===== src/rtl/out_arbiter_pkg.sv =====
// Shared definitions for the output-register arbiter: parameter defaults,
// FSM state encodings and the round-robin index helper.
package out_arbiter_pkg;

  localparam int NUM_REQ_DEFAULT = 4;
  localparam int DATA_W_DEFAULT  = 32;

  typedef enum logic [7:0] {
    ST_INIT  = 8'd0,
    ST_IDLE  = 8'd1,
    ST_GRANT = 8'd2,
    ST_ACK   = 8'd3
  } arb_state_e;

  // Candidate index 'offset' positions after 'base', wrapping at n.
  function automatic int rr_index(input int base, input int offset, input int n);
    return (base + offset) % n;
  endfunction

endpackage


===== src/rtl/rr_pick.sv =====
// Combinational round-robin winner selection. The search starts one past
// the previous winner and wraps; the first asserted request wins.
module rr_pick
  import out_arbiter_pkg::*;
#(
  parameter int NUM_REQ = NUM_REQ_DEFAULT
) (
  input  logic [NUM_REQ-1:0]         i_req,
  input  logic [$clog2(NUM_REQ)-1:0] i_last_grant,
  output logic [$clog2(NUM_REQ)-1:0] o_winner,
  output logic                       o_any
);

  localparam int IDW = $clog2(NUM_REQ);

  logic [IDW-1:0] w_cand;
  logic [IDW-1:0] w_winner;
  logic           w_any;

  // Walk candidates farthest-first so the nearest asserted request overwrites
  // all others and ends up as the winner.
  always_comb begin
    w_cand   = '0;
    w_winner = '0;
    w_any    = 1'b0;
    for (int i = NUM_REQ; i >= 1; i--) begin
      w_cand = IDW'(rr_index(int'(i_last_grant), i, NUM_REQ));
      if (i_req[w_cand]) begin
        w_winner = w_cand;
        w_any    = 1'b1;
      end
    end
  end

  assign o_winner = w_winner;
  assign o_any    = w_any;

endmodule


===== src/rtl/out_arbiter.sv =====
// Round-robin arbiter granting one requester at a time write access to a
// shared output register, using a four-phase req/ack handshake.
//
// state | meaning
// INIT  | first edge after reset, clears the output register
// IDLE  | waiting for any request; winner latched into grant_id on exit
// GRANT | one cycle; payload of the winner written on exit, ack pulsed
// ACK   | waiting for the winner to drop req before re-arbitrating
module out_arbiter
  import out_arbiter_pkg::*;
#(
  parameter int NUM_REQ = NUM_REQ_DEFAULT,
  parameter int DATA_W  = DATA_W_DEFAULT
) (
  input  logic                       clk,
  input  logic                       reset,
  input  logic [NUM_REQ-1:0]         req,
  input  logic [NUM_REQ*DATA_W-1:0]  req_data,
  output logic [NUM_REQ-1:0]         ack,
  output logic [DATA_W-1:0]          out_data,
  output logic                       out_valid,
  output logic [$clog2(NUM_REQ)-1:0] grant_id,
  output logic                       busy
);

  localparam int IDW = $clog2(NUM_REQ);
  localparam logic [IDW-1:0] LAST_GRANT_RST = IDW'(NUM_REQ - 1);

  arb_state_e         r_state;
  arb_state_e         w_state_nxt;
  logic [IDW-1:0]     r_grant_id;
  logic [IDW-1:0]     r_last_grant;
  logic [IDW-1:0]     w_winner;
  logic               w_any;
  logic [NUM_REQ-1:0] r_ack;
  logic [NUM_REQ-1:0] w_ack_onehot;
  logic [DATA_W-1:0]  r_out_data;
  logic [DATA_W-1:0]  w_payload;
  logic               r_out_valid;
  logic               w_winner_req;

  rr_pick #(
    .NUM_REQ (NUM_REQ)
  ) u_rr_pick (
    .i_req        (req),
    .i_last_grant (r_last_grant),
    .o_winner     (w_winner),
    .o_any        (w_any)
  );

  assign w_payload    = req_data[int'(r_grant_id) * DATA_W +: DATA_W];
  assign w_ack_onehot = NUM_REQ'(1) << r_grant_id;
  assign w_winner_req = req[r_grant_id];

  // State register; reset forces INIT so the output clear always runs first.
  always_ff @(posedge clk or negedge reset) begin
    if (!reset) begin
      r_state <= ST_INIT;
    end else begin
      r_state <= w_state_nxt;
    end
  end

  // Next-state decode; unknown encodings recover through INIT.
  always_comb begin
    w_state_nxt = ST_INIT;
    case (r_state)
      ST_INIT:  w_state_nxt = ST_IDLE;
      ST_IDLE:  w_state_nxt = w_any ? ST_GRANT : ST_IDLE;
      ST_GRANT: w_state_nxt = ST_ACK;
      ST_ACK:   w_state_nxt = w_winner_req ? ST_ACK : ST_IDLE;
      default:  w_state_nxt = ST_INIT;
    endcase
  end

  // Datapath: winner latch, output write with one-cycle ack/valid pulses,
  // and round-robin pointer update once the winner has released its request.
  // The payload is taken at the GRANT exit edge regardless of req, so a
  // requester withdrawing during GRANT still gets its write.
  always_ff @(posedge clk or negedge reset) begin
    if (!reset) begin
      r_out_data   <= '0;
      r_out_valid  <= 1'b0;
      r_ack        <= '0;
      r_grant_id   <= '0;
      r_last_grant <= LAST_GRANT_RST;
    end else begin
      r_ack       <= '0;
      r_out_valid <= 1'b0;
      case (r_state)
        ST_INIT: begin
          r_out_data <= '0;
        end
        ST_IDLE: begin
          if (w_any) begin
            r_grant_id <= w_winner;
          end
        end
        ST_GRANT: begin
          r_out_data  <= w_payload;
          r_ack       <= w_ack_onehot;
          r_out_valid <= 1'b1;
        end
        ST_ACK: begin
          if (!w_winner_req) begin
            r_last_grant <= r_grant_id;
          end
        end
        default: begin
        end
      endcase
    end
  end

  assign ack       = r_ack;
  assign out_data  = r_out_data;
  assign out_valid = r_out_valid;
  assign grant_id  = r_grant_id;
  assign busy      = (r_state != ST_IDLE);

endmodule


===== config.mk =====
export PLATFORM = sky130hd
export DESIGN_NAME = out_arbiter
export DESIGN_NICKNAME = d
export VERILOG_FILES = /design/src/rtl/out_arbiter_pkg.sv /design/src/rtl/rr_pick.sv /design/src/rtl/out_arbiter.sv
export SDC_FILE = /design/constraint.sdc
export NUM_CORES = 1
export LEC_CHECK = 0
export CAP_MARGIN = 20
export CORE_ASPECT_RATIO = 1.2
export CORE_MARGIN = 2
export CORE_UTILIZATION = 30
export DETAILED_ROUTE_END_ITERATION = 8
export HOLD_SLACK_MARGIN = 0.05
export PLACE_DENSITY = 0.71
export SLEW_MARGIN = 25
export SYNTH_ARGS = -nofsm -noshare
export SYNTH_HDL_FRONTEND = slang
export SYNTH_SLANG_ARGS = --single-unit

===== constraint.sdc =====
create_clock -name clk -period 4.45 [get_ports clk]
set_clock_uncertainty 0.05 [all_clocks]
set_input_delay 1.1125 -clock clk [delete_from_list [all_inputs] [get_ports clk]]
set_output_delay 1.1125 -clock clk [all_outputs]
set_load 0.01 [all_outputs]

==> flow_summary.toml <==
[worst_setup_path]
critPathMaxStageDelay_ns = 0.55
cp-end-kind = "output port"
crit_path_top_delay_cell = "clkdlybuf4s50_1"
r2r-start = "r_state[0]"
cp_cell_sequence = "nand2b_1, clkdlybuf4s50_1"
worstPathRequired_ns = 3.29
cp_num_buf_inv = 1
worstPathArrival_ns = 1.43
startpoint_type = "flop"
crit_type = "reg -> out"
worstPathMaxFanout = 5
cp-startpoint = "r_state[1]"
path_delay_family = "buffers and inverters"

[routing]
wl_met2_um = 3810
via_per_inst = 5.01
wl_um = 6910
vias = 2104
wire_per_inst_um = 16.5
topRoutingLayerUsed = "met4"
drt_iter0_drc = 44
drc = 0
wl_met1_um = 2460
wl_met3_um = 569
firstDrtPassIters = 4
antenna_left = 0

[die]
die_w_um = 86.0
start_util_pct = 31.2
core_mm2 = 0.00775
row_count = 35
io_pins = 174
die_area_mm2 = 0.00880
dieHeight_um = 102

[power]
p_per_area_mw_per_mm2 = 512
irDropWorstVdd_mv = 0.252
power_frac_seq_pct = 28.8
combPwrFrac_pct = 59.2
power_mw = 2.20
swShare_pct = 33.2
p_sw_uw = 730
p_leak_nw = 1.72
power_frac_clock_pct = 12.0
p_int_mw = 1.47

[clocking]
clk_pin_slew_worst_paths_ns = 0.08
cts_resized = 0
cts.sinks = 43
insertion_delay_ns = 0.28
ctsHtreeMaxLevel = 2
post-cts-setup-buffer-count = 0
cts_tree = "built"
numCtsBuffers = 5
clockBufferDepth = 2
ctsHoldBuffers = 0
root_buffer = "clkbuf_8"

[synth]
synth_fp_nets = 293
avgSynthCellArea_um2 = 15.2
yosysWarnings = 0
synth_seq_cells = 43
syn_inst = 159
synth_cell_types = 26
seq_area_frac_synth_pct = 44.6
synth_area_mm2 = 0.00242

[placement]
dpl_cell_area_mm2 = 0.00419
gp_congestion = 0.722
io_buffers = 173
hpwlAfterDp_um = 5350
dp.cells = 412
dp_slack_ns = 1.93

[finish]
mostFrequentLayoutCells = "clkdlybuf4s50_1, dfrtp_1, mux4_2, a22o_1, clkbuf_8"
syn_to_final_growth_pct = 77.5
nNetsFinal = 461
mostFrequentLayoutCell = "clkdlybuf4s50_1"
stdcell_count = 420
multi_input_area_mm2 = 0.00123
layout-drive-gt1-share_pct = 15.5
num_antenna_cells = 0
ff_latch_area_mm2 = 0.00108
design_area_mm2 = 0.00429
fin_util_pct = 55.4
fill_cells = 676

[run]
max-cap-violations = 0

[sta]
fin_setup_tns_ns = 0
fin_ws_ns = 1.86
slew_violations = 0
rsz0062_at_grt = "false"
setup_violations = 0
hold_violations = 0
timing.fmax_mhz = 386
worst_pin_slew_ns = 0.696
hold-worst-slack_ns = 0.458
fin_crit_sh_pct = 58.2
fin_crit_ns = 2.59
max-slew-margin-rel_pct = 53.4

[global_route]
grt_pass1_vias = 2241
antenna_found_initial = 0
grt_pass1_wl_um = 10900
grt.total_usage_pct = 15.7
grt_max_degree = 44
grt-ovfl-total = 0

[run_status]
status = "finished clean"

[min_path]
hold_path.startpoint = "out_data[28]"
min_path_type = "reg -> reg"
[sequential cells by signal, summed over array words and instances (netlist names)]
signal        count
out_data         32
grant_id          2
out_valid         1
r_last_grant      2
r_state           2
ack               4
[cell type report]
type | count | share of cell area [%]
Clock buffer | 8 | 2.33
Timing Repair Buffer | 177 | 41.0
Tap cell | 92 | 2.68
Inverter | 3 | 0.262
Sequential cell | 43 | 25.2
Multi-Input combinational cell | 97 | 28.6
[power by group through the flow]
stage	Combinational [mW]	Sequential [mW]	Clock (mW)
final	1.30	0.633	0.264
after floorplan	0.762	0.703	0
after global placement	1.31	0.637	0
after detailed placement	1.32	0.641	0
after global routing	1.41	0.653	0.292
after CTS	1.33	0.634	0.277
[path summary, 6_finish.rpt]
kind | endpoint | slack, ns | depth (start not counted)
max | busy | 1.86 | 2
min | out_data[28] | 0.46 | 1
max reg2reg | out_data[2] | 2.53 | 4
min reg2reg | out_data[28] | 0.46 | 1
max in group asynchronous | grant_id[0] | 3.20 | 1
min in group asynchronous | out_data[18] | 0.75 | 1
[worst reg2reg max path, cell delays in order (launching register included)]
cell and delay [ns]:
dfrtp_1 0.38, buf_4 0.26, nor2b_2 0.61, buf_4 0.38
a22o_1 0.17
[logic make-up (layout without fill, tap and decap cells)]
kind of cell / count (synthesis) / after routing / synth area share [%]
and+or+nand+nor: 17 / 17 / 3.73
muxes: 38 / 38 / 32.4
AOI/OAI and AO/OA: 42 / 42 / 14.5
buffers and inverters: 19 / 188 / 4.76
DFF: 43 / 43 / 44.6
[routing by layer]
metal | up-vias | global-route usage [%]
met4 | 0 | 4.03
met2 | 91 | 29.0
met3 | 10 | 5.09
met5 | - | 0
li1 | 982 | -
met1 | 1021 | 17.4
[cells in the mapped netlist (all sizes together)]
cell type,n,share of area (%)
and3b,1,0.36
a311o,1,0.41
a2bb2oi,1,0.36
o21ai,4,0.83
nand2,6,0.93
a21boi,2,0.62
nand4b,1,0.36
a21o,1,0.31
nor2,3,0.47
nor3b,1,0.31
nand4,1,0.26
dfstp,2,2.2
a22o,32,12
nor2b,1,0.26
clkbuf,5,0.78
dfrtp,41,42
buf,11,3.5
mux2,2,0.93
inv,3,0.47
mux4,32,30
o32a,1,0.41
nand2b,2,0.52
mux2i,4,1.7
and3,1,0.26
No activity file was read; power rests on OpenSTA's default activity.
